--- config.mk ---
export PLATFORM = sky130hd
export DESIGN_NAME = risc_control_fsm
export DESIGN_NICKNAME = d
export VERILOG_FILES = /design/src/rtl/risc_control_fsm.sv
export SDC_FILE = /design/constraint.sdc
export NUM_CORES = 1
export LEC_CHECK = 0
export ABC_AREA = 1
export CAP_MARGIN = 20
export CORE_AREA = 2 2 39 41
export DETAILED_ROUTE_END_ITERATION = 6
export DIE_AREA = 0 0 41 43
export PLACE_DENSITY_LB_ADDON = 0.2
export SYNTH_ARGS = -nofsm -noshare
export SYNTH_HDL_FRONTEND = slang
export SYNTH_SLANG_ARGS = --single-unit
--- constraint.sdc ---
create_clock -name clk_i -period 1.3 [get_ports clk_i]
set_clock_uncertainty 0.1 [all_clocks]
set_input_delay 0.325 -clock clk_i [delete_from_list [all_inputs] [get_ports clk_i]]
set_output_delay 0.325 -clock clk_i [all_outputs]
set_load 0.01 [all_outputs]
--- src/rtl/risc_control_fsm.sv ---
`default_nettype none
// ============================================================================
//  Module      : risc_control_fsm
//  Description : Multi-cycle control sequencer for the 8-bit RISC core.
//                Steps each instruction through FETCH, DECODE and one of
//                EXEC / MEM / BRANCH, and parks in HALT on HLT.  Drives the
//                PC increment strobe, IR load, ALU op select, register-file
//                write enable and a request/ready memory handshake.
//  Ports       : clk_i          system clock (rising edge)
//                rst_ni         asynchronous active-low reset
//                opcode_i       IR opcode, stable from DECODE onward
//                zero_i         ALU zero flag, used in BRANCH
//                mem_ready_i    memory completion, qualifies mem_req_o
//                mem_req_o      memory access request
//                mem_we_o       1 = write (ST), 0 = read
//                addr_sel_o     0 = PC address, 1 = data address
//                loadir_o       IR load strobe
//                loadpc_o       PC increment strobe
//                branch_take_o  PC mux selects branch target
//                alu_op_o       0 pass, 1 add, 2 sub, 3 and, 4 or
//                reg_we_o       register-file write strobe
//                halted_o       high in HALT
//                illegal_o      sticky illegal-opcode flag
//                state_o        current state code (debug)
//  Revision    : 1.0  initial release
// ============================================================================
module risc_control_fsm #(
  parameter int OPW  = 4,
  parameter int ALUW = 3
) (
  input  logic            clk_i,
  input  logic            rst_ni,
  input  logic [OPW-1:0]  opcode_i,
  input  logic            zero_i,
  input  logic            mem_ready_i,
  output logic            mem_req_o,
  output logic            mem_we_o,
  output logic            addr_sel_o,
  output logic            loadir_o,
  output logic            loadpc_o,
  output logic            branch_take_o,
  output logic [ALUW-1:0] alu_op_o,
  output logic            reg_we_o,
  output logic            halted_o,
  output logic            illegal_o,
  output logic [2:0]      state_o
);

  localparam logic [2:0] S_FETCH  = 3'd0;
  localparam logic [2:0] S_DECODE = 3'd1;
  localparam logic [2:0] S_EXEC   = 3'd2;
  localparam logic [2:0] S_MEM    = 3'd3;
  localparam logic [2:0] S_BRANCH = 3'd4;
  localparam logic [2:0] S_HALT   = 3'd5;

  localparam logic [OPW-1:0] OP_NOP  = OPW'(0);
  localparam logic [OPW-1:0] OP_ADD  = OPW'(1);
  localparam logic [OPW-1:0] OP_SUB  = OPW'(2);
  localparam logic [OPW-1:0] OP_AND  = OPW'(3);
  localparam logic [OPW-1:0] OP_OR   = OPW'(4);
  localparam logic [OPW-1:0] OP_LD   = OPW'(5);
  localparam logic [OPW-1:0] OP_ST   = OPW'(6);
  localparam logic [OPW-1:0] OP_BEQZ = OPW'(7);
  localparam logic [OPW-1:0] OP_JMP  = OPW'(8);
  localparam logic [OPW-1:0] OP_HLT  = OPW'(15);

  localparam logic [ALUW-1:0] ALU_PASS = ALUW'(0);
  localparam logic [ALUW-1:0] ALU_ADD  = ALUW'(1);
  localparam logic [ALUW-1:0] ALU_SUB  = ALUW'(2);
  localparam logic [ALUW-1:0] ALU_AND  = ALUW'(3);
  localparam logic [ALUW-1:0] ALU_OR   = ALUW'(4);

  logic [2:0] state_q, state_d;
  logic       illegal_q, illegal_d;

  // --------------------------------------------------------------------------
  // Next-state logic
  // --------------------------------------------------------------------------
  always_comb begin
    state_d   = state_q;
    illegal_d = illegal_q;
    case (state_q)
      S_FETCH: begin
        if (mem_ready_i) state_d = S_DECODE;
      end
      S_DECODE: begin
        case (opcode_i)
          OP_ADD, OP_SUB, OP_AND, OP_OR: state_d = S_EXEC;
          OP_LD, OP_ST:                  state_d = S_MEM;
          OP_BEQZ, OP_JMP:               state_d = S_BRANCH;
          OP_HLT:                        state_d = S_HALT;
          OP_NOP:                        state_d = S_FETCH;
          default: begin
            state_d   = S_FETCH;
            illegal_d = 1'b1;
          end
        endcase
      end
      S_EXEC:   state_d = S_FETCH;
      S_MEM: begin
        if (mem_ready_i) state_d = S_FETCH;
      end
      S_BRANCH: state_d = S_FETCH;
      S_HALT:   state_d = S_HALT;
      // Unused codes fall back to a clean fetch.
      default:  state_d = S_FETCH;
    endcase
  end

  always_ff @(posedge clk_i or negedge rst_ni) begin
    if (!rst_ni) begin
      state_q   <= S_FETCH;
      illegal_q <= 1'b0;
    end else begin
      state_q   <= state_d;
      illegal_q <= illegal_d;
    end
  end

  // --------------------------------------------------------------------------
  // Output decode
  // --------------------------------------------------------------------------
  logic            in_fetch, in_exec, in_mem, in_branch, in_halt;
  logic            mem_req, mem_we, addr_sel, load_strobe, branch_take, reg_we;
  logic [ALUW-1:0] alu_op;

  assign in_fetch  = (state_q == S_FETCH);
  assign in_exec   = (state_q == S_EXEC);
  assign in_mem    = (state_q == S_MEM);
  assign in_branch = (state_q == S_BRANCH);
  assign in_halt   = (state_q == S_HALT);

  assign mem_req     = in_fetch | in_mem;
  assign mem_we      = in_mem & (opcode_i == OP_ST);
  assign addr_sel    = in_mem;
  // IR load and PC increment share the cycle that completes the fetch.
  assign load_strobe = in_fetch & mem_ready_i;
  assign branch_take = in_branch &
                       ((opcode_i == OP_JMP) | ((opcode_i == OP_BEQZ) & zero_i));
  assign reg_we      = in_exec | (in_mem & (opcode_i == OP_LD) & mem_ready_i);

  always_comb begin
    alu_op = ALU_PASS;
    if (in_exec) begin
      case (opcode_i)
        OP_ADD:  alu_op = ALU_ADD;
        OP_SUB:  alu_op = ALU_SUB;
        OP_AND:  alu_op = ALU_AND;
        OP_OR:   alu_op = ALU_OR;
        default: alu_op = ALU_PASS;
      endcase
    end
  end

  // State resets to FETCH, whose decode asserts mem_req; gating with the
  // reset input keeps every output at its reset value while reset is held,
  // and the first request appears as soon as reset is released.
  assign mem_req_o     = rst_ni & mem_req;
  assign mem_we_o      = rst_ni & mem_we;
  assign addr_sel_o    = rst_ni & addr_sel;
  assign loadir_o      = rst_ni & load_strobe;
  assign loadpc_o      = rst_ni & load_strobe;
  assign branch_take_o = rst_ni & branch_take;
  assign alu_op_o      = rst_ni ? alu_op : ALU_PASS;
  assign reg_we_o      = rst_ni & reg_we;
  assign halted_o      = rst_ni & in_halt;
  assign illegal_o     = illegal_q;
  assign state_o       = state_q;

endmodule
`default_nettype wire

==> flow_metrics.py <==
metrics = {
    "run_status": {
        "outcome": "complete, but fails checks",
        "violations": "negative setup slack",
    },
    "synth": {
        "ys.warnings.count": 0,
        "postSynthAreaPerCell_sq_um": 5.96,
        "synth_top_area_cell": "dfrtp_1",
        "ys_top_cells_by_area": "dfrtp_1 (25%), nand2_1 (16%), inv_1 (11%)",
        "synth_top_area_share_pct": 24.7,
        "syn_nets": 76,
        "synthMostInstantiatedCell": "nand2_1",
        "async_reset_ff_share_pct": 100,
        "syn-instance-count": 68,
        "synth_enable_flop_cells": 0,
        "syn_area_sq_um": 405,
        "ys_seq_elements": 4,
        "yosys-top-cells-count": "nand2_1 (17), inv_1 (12), nor2_1 (9), nand3_1 (8), dfrtp_1 (4)",
        "synth.distinct_cells": 16,
        "ys_seq_area_share_pct": 24.7,
        "synth_ff_type": "dfrtp_1",
    },
    "clocking": {
        "cts-buffers-inserted": 3,
        "clock-sinks": 4,
        "clock_latency_ns": 0.24,
        "postCtsHoldBufs": 0,
        "cts_root_buf": "clkbuf_4",
        "cts_tree": "done",
        "h-tree-depth": 1,
        "cts_buffer_depth": 2,
        "clkTransAtPathRegs_ns": 0.04,
    },
    "timing": {
        "worst_pin_slew_ns": 0.160,
        "rsz0062_at_grt": "yes",
        "finalCriticalPeriod_ns": 1.68,
        "finalSetupViolations": 13,
        "finalHoldViolations": 0,
        "finalWorstSetupSlack_ns": -0.375,
        "period_share_pct": 129,
        "drv_slew": 0,
        "slew-limit-headroom_pct": 89.3,
        "max_freq_mhz": 597,
    },
    "floorplanning": {
        "coreArea_sq_um": 1380,
        "die_h_um": 43,
        "die-area_sq_um": 1760,
        "rows": 14,
        "fp.dieW_um": 41,
        "pin_count": 23,
        "initial_utilization_pct": 29.3,
    },
    "routing": {
        "vias": 562,
        "route.detailed.drc": 0,
        "viasPerCell": 4.46,
        "ant_nets": 0,
        "drt_wl_total_um": 1300,
        "first_pass_iters": 4,
        "wl_per_cell_um": 10.3,
        "drt_iter0_drc": 8,
    },
    "critical_path": {
        "max_stage_delay_ns": 0.39,
        "path_cells": "inv_2, nand2_2, nor2_4, nand2_4, nor3b_4, buf_2",
        "r2r_start": "state_o[2]",
        "crit_arrival_ns": 1.25,
        "crit_type": "flip-flop to output port",
        "crit_fanout": 4,
        "crit_start": "state_o[2]",
        "crit_required_ns": 0.88,
        "cp-start-kind": "flip-flop",
        "end_kind": "output port",
        "cp.buffers_inverters": 2,
        "cp_top_family": "simple AND/OR/NAND/NOR gates",
        "slowest_stage": "dfrtp_2",
    },
    "min_path": {
        "hold_path_class": "input port to asynchronous set/reset pin",
    },
    "power_and_ir_drop": {
        "leakage_nw": 0.449,
        "p_per_area_nw_per_um2": 459,
        "max-vdd-ir-drop_v": 0.000413,
        "p_total_uw": 375,
    },
    "layout": {
        "design_area_sq_um": 817,
        "area_growth_pct": 102,
        "drive_gt1_share_pct": 56.4,
        "n_fill_cell": 146,
        "postLayoutCoreUtil_pct": 59.0,
        "nNetsFinal": 119,
        "n_antenna_cell": 0,
    },
    "grt": {
        "grt_pass1_vias": 495,
        "grt_antenna_before_repair": 0,
        "grt_max_degree": 7,
        "grt_first_pass_wirelength_um": 2020,
        "grt_use_total_pct": 16.4,
        "grt-ovfl-total": 0,
    },
    "placement": {
        "place_congestion": 0.789,
        "port_buffers": 22,
        "hpwl_um": 1050,
        "place_area_sq_um": 777,
    },
    "flow_run": {
        "drv_cap": 0,
    },
}
-- stage by stage --
step | setup WS (ns) | instances | hold WS (ns) | setup TNS (ns)
finish | -0.375 | 126 | 0.0387 | -3.71
global route | -0.461 | 126 | 0.0510 | -4.65
CTS | -0.425 | 124 | 0.0228 | -4.01
detailed placement | -0.991 | 119 | 0.356 | -11.22
global placement | -0.973 | 119 | 0.352 | -10.93
floorplan | -0.104 | 68 | -0.0706 | -0.523
-- power breakdown --
group / total [mW] / internal (mW) / switching, mW
Combinational: 0.0825 / 0.0399 / 0.0426
Clock: 0.167 / 0.115 / 0.0519
Sequential: 0.125 / 0.125 / 0
-- path summary, 6_finish.rpt --
kind / endpoint / depth (start not counted) / slack (ns)
worst max register to register: state_o[0] / 8 / 0.04
worst min register to register: illegal_o / 2 / 0.37
max in group asynchronous: state_o[2] / 2 / 0.95
min in group clk_i: illegal_o / 2 / 0.37
worst max-delay path: alu_op_o[1] / 6 / -0.38
worst min-delay path: state_o[0] / 2 / 0.04
-- registers in the layout, indices dropped and copies added (netlist names) --
register,cells
illegal_o,1
state_o,3
-- cell type report --
type,instances,area (sq um),area share [%]
Clock buffer,4,26.3,3.22
Inverter,14,52.6,6.43
Multi-Input combinational cell,49,314,38.4
Sequential cell,4,104,12.7
Tap cell,16,20.0,2.45
Timing Repair Buffer,39,300,36.8
-- cells by family after synthesis --
group           count (synthesis)  synth area share (%)
compound gates                  4                  4.94
buf+inv                        15                  14.8
flops                           4                  24.7
simple gates                   45                  55.6
-- what timing repair did --
item	in CTS	in global routing
endpoints found under the setup margin	16	13
pin swaps	7	8
resized for setup	75	9
buffers inserted	1	2
-- routing by layer --
layer / vias up / wire, um / share of wire, % / track usage, %
li1: 294 / - / - / -
met4: 0 / 0 / 0 / 8.00
met3: 0 / 48 / 3.7 / 0
met1: 256 / 556 / 43 / 23.0
met5: - / 0 / 0 / 0
met2: 12 / 691 / 53 / 25.0
-- placed cells by master (no fill, tap or decap), types with 4 or more instances in the layout --
cell and n:
inv_1 10, buf_6 4, nand2_1 16, nor2_4 4
buf_4 16, buf_2 10, nor2_1 5, inv_2 4
nand3_1 5
Note: power is estimated with default switching activity, not from simulation.
==> RTL change 1: new RTL, same flow settings <==
The parameter `ALUW` goes from 3 to 6.
--- a/src/rtl/risc_control_fsm.sv
+++ b/src/rtl/risc_control_fsm.sv
@@ -28,3 +28,3 @@
   parameter int OPW  = 4,
-  parameter int ALUW = 3
+  parameter int ALUW = 6
 ) (
Interface: changed (resized alu_op_o); port bits go from 23 to 26. The function was not compared with the original's and may differ.
==> RTL change 1 against the original RTL <==
  * The flow still finishes with violations (setup timing)
  * Worst setup slack better by 0.0034 ns
  * Synthesized area up 6.5%
  * Power up 0.84%
  * Critical path depth unchanged
  * Final area up 3.1%
  * Sequential cell count unchanged
  * Wire length down 5.3%
  * Critical path type unchanged
  * Critical endpoint unchanged
  * Largest cell class unchanged
  * Largest power group unchanged
==> RTL change 1: results (changes against the original RTL) <==
- Status: finished with violations
- Failing checks: setup timing
- Netlist cell types: 17 (+1)
- First-pass GRT wire length: 2150 um (+6.5%)
- Fin worst setup slack: -0.372 ns (+0.00338 ns)
- CP top delay family: simple AND/OR/NAND/NOR gates
- Aggregate global-route resource usage: 17.5% (+1.1 points)
- Met2 usage: 29.1% (+4.1 points)
- Yosys synthesis warning count: 0 (unchanged)
- CTS Buf Count: 3 (unchanged)
- Max VDD drop: 0.000608 V (+47%)
- 1st-pass router iterations: 2 (-2)
- Worst reg-to-reg path cell count: 7 (-1)
- Placed inst area: 781 um^2 (+0.48%)
- Synthesis-to-layout area growth: 95.1%
- Syn avg cell area: 6.00 um^2 (+0.57%)
- Finish-stage setup viols: 14 (+1)
- Switching Share: 26.8% (+1.5 points)
- Final non-filler cell total: 129 (+2.4%)
- Met3 usage: 4.71% (+4.7 points)
- Vias per cell: 4.36 (-2.3%)
- Clock Path Buffers: 2 (unchanged)
- Ys flop type: dfrtp_1
- Place WS: -0.976 ns (+0.0147 ns)
- CP endpoint: alu_op_o[1]
- Max reg flops: 3 (unchanged)
- Seq/Total Area, Yosys: 23.2% (-1.5 points)
- Critical Path AT: 1.25 ns (about the same)
- Post-CTS Setup Inserts: 3 (+2)
- Commonest cells in the netlist: 17 x nand2_1, 12 x inv_1, 9 x nor2_1, 8 x nand3_1
- Share of layout cells above drive strength 1: 52.2% (-4.2 points)
- Top Metal Used: met3
- Vias in the first global route: 557 (+13%)
- Fill count: 133 (-8.9%)
- Clk_lat worst skew: 0.23 ns
- Synth top area cells: dfrtp_1 23%, nand2_1 15%, inv_1 10%
- Leak: 0.000465 uW (+3.7%)
- Routed wire length: 1230 um (-5.3%)
- HPWL Detailed: 992 um (-5.7%)
- WHS: 0.0458 ns (+0.00712 ns)
- Setup TNS: -3.63 ns (+0.0804 ns)
- RD Place Congestion: 0.792 (+0.47%)
- CTS resizes: 80 (+6.7%)
- Met1 Use GR: 21.3% (-1.7 points)
- M1 WL: 561 um (+0.90%)
- Iter 0 DRT Violations: 6 (-2)
- H-tree depth: 1 (unchanged)
- RR Startpoint: state_o[1]$_DFFE_PN0P_
- Metal3 WL: 46 um (-4.2%)
- Slowest-stage cell, CP: dfrtp_2
- Routed length on met2: 618 um (-11%)
- Number of cells after detailed placement: 121 (+1.7%)
[RTL change 1: cell types whose count changed after synthesis, sizes merged]
cell	unedited run	this run
buf	1	4
conb	0	1
[RTL change 1: cells by family (layout without fill, tap and decap cells)]
family,after synthesis,in the layout,synth area share (%)
and+or+nand+nor,45,45,52.2
buffers and inverters,18,57,19.1
AOI/OAI and AO/OA,4,4,4.64
DFF,4,4,23.2
other,1,3,0.869
[RTL change 1: area by class of cell]
class / count / share of cell area (%)
Multi-Input combinational cell: 52 / 38.0
Clock buffer: 4 / 3.12
Timing Repair Buffer: 39 / 37.6
Tap cell: 16 / 2.38
Inverter: 14 / 6.54
Sequential cell: 4 / 12.3
[RTL change 1: power by group through the flow]
stage / logic (uW) / clock network (uW) / registers, uW
floorplan: 38.2 / 0 / 127
global placement: 84.7 / 0 / 127
detailed placement: 85.3 / 0 / 127
CTS: 81.2 / 172 / 125
global route: 92.6 / 192 / 125
finish: 81.8 / 171 / 125
==> RTL change 2: new RTL, config.mk and constraints unchanged <==
Without the edit above. Reset style: synchronous (`rst_ni`), changed in one clocked block. Comments in the files are not updated.
--- a/src/rtl/risc_control_fsm.sv
+++ b/src/rtl/risc_control_fsm.sv
@@ -109,3 +109,3 @@
 
-  always_ff @(posedge clk_i or negedge rst_ni) begin
+  always_ff @(posedge clk_i) begin
     if (!rst_ni) begin
Function: differs if rst_ni is asserted again (counterexample within 4 cycles, from zero or initial values and one cycle with rst_ni low); with rst_ni held inactive, the same outputs for 10 cycles.
==> RTL change 2 against the original RTL <==
  * The flow still finishes with violations (setup timing)
  * Sequential cell count is the same
  * Wire length grew 8.8%
  * Via count grew 5.2%
  * Worst setup slack gained 0.11 ns
  * Final area grew 19%
  * Synthesized area shrank 10%
Power is not compared: it rests on default switching activity, and its combinational part moved more than twofold at a synthesized area within 25%.
==> RTL change 2: results (changes against the original RTL) <==
- Fin worst setup slack: -0.269 ns (+0.106 ns)
- Vias in the first global route: 559 (+13%)
- WHS: 0.355 ns (+0.316 ns)
- Met1 Use GR: 22.8% (-0.20 points)
- M1 WL: 602 um (+8.3%)
- Commonest cells in the netlist: 18 x nand2_1, 8 x inv_1, 8 x nor2_1, 5 x a21oi_1, 5 x nand3_1
- Worst Hold Class: reg -> reg
- Ys flop type: dfxtp_1
- Routed wire length: 1410 um (+8.8%)
- Syn nets: 74 (-2.6%)
- Finish-stage setup viols: 11 (-2)
- Iter 0 DRT Violations: 2 (-6)
- Upper clock frequency limit: 0.638 GHz (+6.8%)
- Share of layout cells above drive strength 1: 73.7% (+17 points)
- Critical Path AT: 1.14 ns (-0.11 ns)
- RD Place Congestion: 0.801 (+1.6%)
- Clock root buffer: clkbuf_4
- Met3 usage: 3.14% (+3.1 points)
- CP Max Fanout: 1 (-3)
- Setup TNS: -2.53 ns (+1.19 ns)
- Metal3 WL: 40 um (-17%)
- HPWL Detailed: 1070 um (+1.7%)
- Met2 usage: 30.6% (+5.6 points)
- 1st-pass router iterations: 2 (-2)
- Worst reg-to-reg path cell count: 7 (-1)
- Syn avg cell area: 5.52 um^2 (-7.5%)
- DR WL/cell: 10.5 um (+2.3%)
- RR Startpoint: state_o[1]$_SDFFE_PN0P_
- Max-slew headroom: 88.5% (-0.83 points)
- Routed length on met2: 767 um (+11%)
- Seq/Total Area, Yosys: 22.0% (-2.7 points)
- Aggregate global-route resource usage: 18.8% (+2.4 points)
- Place WS: -1.01 ns (-0.0187 ns)
- First-pass GRT wire length: 2260 um (+12%)
- Netlist cell types: 17 (+1)
- Pin count of the biggest net entering global routing: 6 (-1)
- Vias per cell: 4.41 (-1.1%)
- Synth async-reset ratio: 0% (-100 points)
- Failing checks: setup timing
- Status: finished with violations
- Placed inst area: 883 um^2 (+14%)
## RTL change 2: cell count changes after synthesis
cell / change
nor3_1: +3
nand4_1: -2
a21oi_1: +2
nor3b_2: -1
nor4_1: +1
nor2_1: -1
inv_2: +2
a31oi_1: +1
inv_1: -4
nand2_1: +1
nand3_1: -3
nor2_4: -1
dfrtp_1: -4
dfxtp_1: +4
## RTL change 2: how the worst max path moves through the flow
stage,startpoint,endpoint,slack (ns)
floorplan,state_o[0]$_SDFFE_PN0P_,loadpc_o,-0.03
finish,zero_i,branch_take_o,-0.27
global placement,opcode_i[0],branch_take_o,-0.95
CTS,state_o[2]$_SDFFE_PN0P_,alu_op_o[2],-0.28
global route,state_o[2]$_SDFFE_PN0P_,alu_op_o[1],-0.35
detailed placement,opcode_i[2],branch_take_o,-1.01
## RTL change 2: cell families after synthesis
| kind of cell | Yosys count | synth area share (%) |
|---|---|---|
| simple gates | 42 | 53.6 |
| compound gates | 7 | 9.96 |
| flops | 4 | 22.0 |
| buf+inv | 13 | 14.4 |
## RTL change 2: what timing repair did
item / CTS / global route
setup buffers: 5 / 3
endpoints found under the setup margin: 19 / 15
hold buffers: 0 / 0
pin swaps: 11 / 8
gates resized for setup: 86 / 15
## RTL change 2: worst max-delay path, cell delays in order
cell and delay [ns]:
clkdlybuf4s50_1 0.45, nand3_1 0.09, a21oi_2 0.13, buf_2 0.15
## RTL change 2: cell type report
type / count / area [um^2]
clock buffer: 3 / 22.5
tap: 16 / 20.0
sequential: 4 / 91.3
timing repair buffer: 50 / 393
inverter: 12 / 57.6
multi-input combinational: 49 / 384
fill: 128 / 415
## RTL change 2: power by group through the flow
stage	combinational, uW	clock (uW)	sequential (uW)
after floorplan	111	0	150
after global placement	239	0	145
after detailed placement	242	0	146
after CTS	248	159	143
after global routing	307	166	144
final	285	150	142
